===== config.mk =====
export PLATFORM = sky130hd
export DESIGN_NAME = spram_bus_bridge
export DESIGN_NICKNAME = d
export VERILOG_FILES = /design/src/rtl/spram_bus_bridge.sv
export SDC_FILE = /design/constraint.sdc
export NUM_CORES = 1
export LEC_CHECK = 0
export CORE_UTILIZATION = 49
export CTS_BUF_LIST = sky130_fd_sc_hd__clkbuf_4 sky130_fd_sc_hd__clkbuf_8
export CTS_CLUSTER_SIZE = 14
export DETAILED_ROUTE_END_ITERATION = 12
export PLACE_DENSITY_LB_ADDON = 0.1
export RECOVER_POWER = 25
export SYNTH_ARGS = -nofsm -noshare
export SYNTH_HDL_FRONTEND = slang
export SYNTH_SLANG_ARGS = --single-unit

===== constraint.sdc =====
create_clock -name clk -period 5.3 [get_ports clk]
set_input_delay 1.325 -clock clk [delete_from_list [all_inputs] [get_ports clk]]
set_output_delay 1.325 -clock clk [all_outputs]
set_load 0.02 [all_outputs]

===== src/rtl/spram_bus_bridge.sv =====
`default_nettype none
// ============================================================================
//  Module      : spram_bus_bridge
//  Description : 32-bit valid/ready request/response bus onto a 16K x 16
//                single-port RAM, one 16-bit half per clock.
//  Revision    : 1.0 - initial release
// ============================================================================

module spram_bus_bridge #(
    localparam int ADDRW = 13
) (
    input  logic             clk,
    input  logic             rst_n,
    input  logic             req_valid,
    output logic             req_ready,
    input  logic             req_we,
    input  logic [3:0]       req_be,
    input  logic [ADDRW-1:0] req_addr,
    input  logic [31:0]      req_wdata,
    output logic             rsp_valid,
    input  logic             rsp_ready,
    output logic [31:0]      rsp_rdata,
    output logic [13:0]      spram_addr,
    output logic [3:0]       spram_we,
    output logic [15:0]      spram_din,
    input  logic [15:0]      spram_dout
);

    localparam logic [2:0] c_IDLE = 3'd0;
    localparam logic [2:0] c_LO   = 3'd1;
    localparam logic [2:0] c_HI   = 3'd2;
    localparam logic [2:0] c_CAP  = 3'd3;
    localparam logic [2:0] c_RESP = 3'd4;

    logic [2:0]       r_state;
    logic             r_live;
    logic             r_we;
    logic [3:0]       r_be;
    logic [ADDRW-1:0] r_addr;
    logic [31:0]      r_wdata;
    logic [31:0]      r_rdata;
    logic             w_accept;

    // r_live keeps req_ready low while reset is held, even though the state is IDLE.
    assign req_ready = (r_state == c_IDLE) && r_live;
    assign w_accept  = req_valid && req_ready;
    assign rsp_valid = (r_state == c_RESP);
    assign rsp_rdata = r_rdata;

    always_ff @(posedge clk or negedge rst_n) begin
        if (!rst_n) begin
            r_state <= c_IDLE;
            r_live  <= 1'b0;
            r_we    <= 1'b0;
            r_be    <= 4'b0000;
            r_addr  <= '0;
            r_wdata <= 32'd0;
            r_rdata <= 32'd0;
        end else begin
            r_live <= 1'b1;
            case (r_state)
                c_IDLE: begin
                    if (w_accept) begin
                        r_we    <= req_we;
                        r_be    <= req_be;
                        r_addr  <= req_addr;
                        r_wdata <= req_wdata;
                        r_state <= c_LO;
                    end
                end
                c_LO: r_state <= c_HI;
                c_HI: begin
                    if (r_we) begin
                        r_rdata <= 32'd0;
                        r_state <= c_RESP;
                    end else begin
                        // Low half addressed in LO is on spram_dout now.
                        r_rdata[15:0] <= spram_dout;
                        r_state       <= c_CAP;
                    end
                end
                c_CAP: begin
                    r_rdata[31:16] <= spram_dout;
                    r_state        <= c_RESP;
                end
                c_RESP: begin
                    if (rsp_ready) begin
                        r_state <= c_IDLE;
                    end
                end
                default: r_state <= c_IDLE;
            endcase
        end
    end

    always_comb begin
        spram_addr = 14'd0;
        spram_din  = 16'd0;
        spram_we   = 4'b0000;
        case (r_state)
            c_LO: begin
                spram_addr = {r_addr, 1'b0};
                spram_din  = r_wdata[15:0];
                spram_we   = r_we ? {r_be[1], r_be[1], r_be[0], r_be[0]} : 4'b0000;
            end
            c_HI: begin
                spram_addr = {r_addr, 1'b1};
                spram_din  = r_wdata[31:16];
                spram_we   = r_we ? {r_be[3], r_be[3], r_be[2], r_be[2]} : 4'b0000;
            end
            default: begin
                spram_addr = 14'd0;
                spram_din  = 16'd0;
                spram_we   = 4'b0000;
            end
        endcase
    end

endmodule

`default_nettype wire


After elaboration in Yosys (flattened, before gate mapping). Index checks and enable logic that the tools add are counted.

Equal/unequal tests: 7. Muxes and demuxes: 12. Reductions and logical operators: 7.

Operators by type and width (count): 16-bit case mux with 2 select lines (2); 16-bit two-way mux (2); 14-bit case mux with 2 select lines (1); 3-bit case mux with 5 select lines (1); 3-bit two-way mux (3); 4-bit two-way mux (2); 4-bit case mux with 2 select lines (1); 3-bit by 2-bit == test with 1-bit output, second input constant (2); 2-bit AND reduction (3); 2-bit inequality test, second input constant (2); 3-bit by 1-bit == test with 1-bit output, second input constant (1); 3-bit == test, second input constant (1); 3-bit zero test (1); 1-bit logical AND (2); 2-bit by 1-bit inequality test with 1-bit output, second input constant (1); 2-bit nonzero test (1).

Flip-flop bits (word level): 86. Bits of input ports: 70. Output and inout bits: 68. Logic and storage cells: 34.

Longest topological paths before layout.
Depth after elaboration: 5. Gate-level depth with buffers: 7. Depth with buffers taken out: 4.

Worst setup path before layout. OpenSTA, ideal clock, no wires.

Path kind: register -> output. Start: register r_state[0]. End: output spram_we[1]. Arrival: 1820 ps. Slack: 2155 ps. Cell stages (with the launch flop): 8. Path through: dfrtp_1 -> buf_6 -> or3b_1 -> buf_2 -> inv_2 -> a22oi_1 -> nor2b_1 -> buf_4.

Cells in the longest elaborated chain, start to end: 2. Elaborated cells on any way between the ends: 3.

Ends and longest elaborated chain: start, declared (RTL line 35) `logic [2:0] r_state;`; start signal, assigned (RTL line 52) `r_state <= c_IDLE;`; start signal, assigned (RTL line 68) `r_state <= c_LO;`; start signal, assigned (RTL line 71) `c_LO: r_state <= c_HI;`; 3-bit by 2-bit == test with 1-bit output or 3-bit by 1-bit == test with 1-bit output (tied branches) (RTL line 100) `case (r_state)`; 4-bit case mux with 2 select lines * (RTL line 100); end, declared (RTL line 24) `output logic [3:0] spram_we,`.

Every way passes the cells marked *; elsewhere a longest branch is shown, timed or not.

Final worst setup path.
Start: register r_state[1]. End: output spram_we[1].

The elaborated chain is that of the path after synthesis.

==> results_dict.tcl <==
set metrics [dict create \
    synth_seq_cells 86 \
    hold_end "rsp_rdata[0]" \
    vias 2577 \
    grt_max_degree 87 \
    drive_gt1_frac 0.1778 \
    syn2layout_area_growth_pct 41.95 \
    grt_pass1_wl_um 12210 \
    hold_ws_ns 0.4700 \
    slew_headroom -0.3969 \
    drv_slew 105 \
    cp-start-kind "flop" \
    htreeDepth 3 \
    die-height_um 88.25 \
    power.total_uw 2985 \
    yosysWarnings 0 \
    power.density_nw_per_um2 576.9 \
    worstSetupPathType "reg2out" \
    seq_area_frac_synth 0.5905 \
    cts.sinks 86 \
    final_util 0.7171 \
    outcome "finished, violations left" \
    syn-num-nets 343 \
    grt_overflow 0 \
    wl_per_cell_um 15.33 \
    synthTopCellsByArea "dfrtp_1 59%, mux2_2 16%, a22o_1 7.7%" \
    required_ns 3.97 \
    min_path_cells 2 \
    cts_buffers 9 \
    drtIter0Drc 138 \
    cts_setup_buffers 0 \
    timing.setup.tns_ns 0 \
    p_int_uw 1923 \
    timing.rr.start "r_we" \
    finClkSkew_ns 0.01034 \
    ios 138 \
    synth_cell_type_count 25 \
    reg2reg_depth 2 \
    reg2reg_slack_ns 2.69 \
    swShare 0.3558 \
    postRouteAntennaNets 0 \
    cts_tree "done" \
    cap_violations 2 \
    syn_area_um2 3645 \
    r2r-end "r_state[2]" \
    rsz0062_at_grt "false" \
    ctsResizeCount 0 \
    die_x_um 88.25 \
    firstDrtPassIters 4 \
    final_hold_viol_count 0 \
    leakage_uw 0.002259 \
    clkSlewWorstSetupHoldPaths_ns 0.08 \
    cts-hold-fix-buffers 0 \
    fp.dieArea_um2 7787 \
    yosysTopAreaCell "dfrtp_1" \
    cts_root_buffer "clkbuf_8" \
    routed_via_density 5.113 \
    critPathCaptureType "primary output" \
    combPwrFrac 0.478 \
    cp.arrival_ns 3.10 \
    core_area_um2 7214 \
    worst_slew_pin_slew_ns 2.095 \
    start_util 0.5052 \
    setup_viol 0 \
    io_buffers 137 \
    clockPowerShare 0.146 \
    diodes 0 \
    hold_class "reg2reg" \
    antenna_found_initial 0 \
    violations "max-capacitance violations, max-slew violations" \
    period_share 0.8343 \
    power.switching_uw 1062 \
    yosysTopAreaCellShare 0.5905 \
    power_frac_seq 0.377 \
    syn_avg_cell_area_um2 13.35 \
    cp_max_fo 35 \
    hold_start "rsp_rdata[0]" \
    vdd_drop_max_mv 0.2605 \
    grt_pass1_vias 2505 \
    grt_util_all_layers 0.2074 \
    syn_inst 273 \
    drt-total-wl_um 7726 \
    gp_congestion 0.7203 \
    insertion_delay_ns 0.34 \
    drc_errors 0 \
    num-nets-final 471 \
    cts_buffer_depth 2 \
    rows 31 \
    fin_crit_ns 4.422 \
    clock.fmax_mhz 226.2 \
    place_hpwl_um 5315 \
]
## logic make-up after synthesis
family,Yosys count,share of synthesized area
AOI/OAI and AO/OA,37,0.08582
buffers and inverters,23,0.04669
muxes,51,0.1576
xor gates and xnor gates,1,0.002403
and+or+nand+nor,74,0.1160
DFF,86,0.5905
other,1,0.001029
## routing by layer
metal,GRT usage,vias to the layer above,wire [um]
li1,-,1211,-
met3,0.05690,15,518
met1,0.2763,1264,3423
met5,0,-,0
met4,0.09531,0,170
met2,0.3182,87,3614
## worst max-delay path by stage
| stage | startpoint | endpoint | slack [ns] |
|---|---|---|---|
| 2_1_floorplan | r_state[0] | spram_we[1] | 2.15 |
| 3_3_place_gp | r_state[1] | spram_we[0] | 1.26 |
| 3_5_place_dp | r_state[1] | spram_we[1] | 1.21 |
| 4_1_cts | r_state[1] | spram_we[1] | 0.82 |
| 5_1_grt | r_state[1] | spram_we[0] | 0.65 |
| 6_report | r_state[1] | spram_we[1] | 0.88 |
## synthesized netlist by cell type
cell type  number
dfrtp_1        86
mux2_2         51
nand2_1        34
a22o_1         32
nand3b_1       16
and2_1         14
buf_6           9
clkbuf_1        5
buf_2           4
buf_4           3
nor2b_1         3
a22oi_1         2
nor2_1          2
conb_1          1
inv_1           1
inv_2           1
nand2_4         1
nor3_1          1
nor3b_2         1
nor4b_4         1
o21ai_0         1
o21ai_1         1
o21bai_1        1
or3b_1          1
xnor2_1         1
## critical path: stages, from the launching register on
cell             delay [ns]
dfrtp_1                0.51
or3b_1                 0.65
inv_2                  0.57
a22oi_1                0.18
nor2b_1                0.19
clkdlybuf4s50_1        0.65
## area by class of cell
| type | instances | area [um2] |
|---|---|---|
| well taps | 99 | 123.9 |
| multi-input cells | 164 | 1323 |
| repair buffers | 138 | 1374 |
| flip-flops and latches | 86 | 2152 |
| clock buffers | 13 | 178.9 |
| inverters | 2 | 7.507 |
| fillers | 543 | 2041 |
| clock inverters | 2 | 15.01 |
## power groups by stage
stage	sequential [uW]	combinational, uW	clock, uW
6_report	1120	1430	435
5_1_grt	1160	1530	480
4_1_cts	1130	1440	452
3_5_place_dp	1140	1440	0
3_3_place_gp	1120	1410	0
2_1_floorplan	1170	829	0
## per-stage QoR
step | instances | instance area [um2] | setup WS [ns]
6_report | 504 | 5174 | 0.8782
3_5_place_dp | 489 | 4982 | 1.209
4_1_cts | 504 | 5176 | 0.8233
2_1_floorplan | 273 | 3645 | 2.155
5_1_grt | 504 | 5174 | 0.6495
3_3_place_gp | 489 | 4982 | 1.256
## layout by cell type (no fill, tap or decap), drive strengths merged
cell           synthesis  routed
nand2                 35      35
nor2b                  3       3
clkbuf                 5      14
inv                    2       2
o21ai                  2       2
nor4b                  1       1
xnor2                  1       1
nand3b                16      16
nor3                   1       1
clkdlybuf4s50          0     136
o21bai                 1       1
buf                   16       1
a22oi                  2       2
conb                   1       1
dfrtp                 86      86
or3b                   1       1
a22o                  32      32
clkinvlp               0       2
mux2                  51      51
and2                  14      14
nor3b                  1       1
nor2                   2       2
## flip-flops by register name (all words and copies together), names as in the netlist
signal     cells
r_addr        13
r_be           4
r_live         1
r_state        3
r_wdata       32
r_we           1
rsp_rdata     32
(Power assumes the default switching activity.)
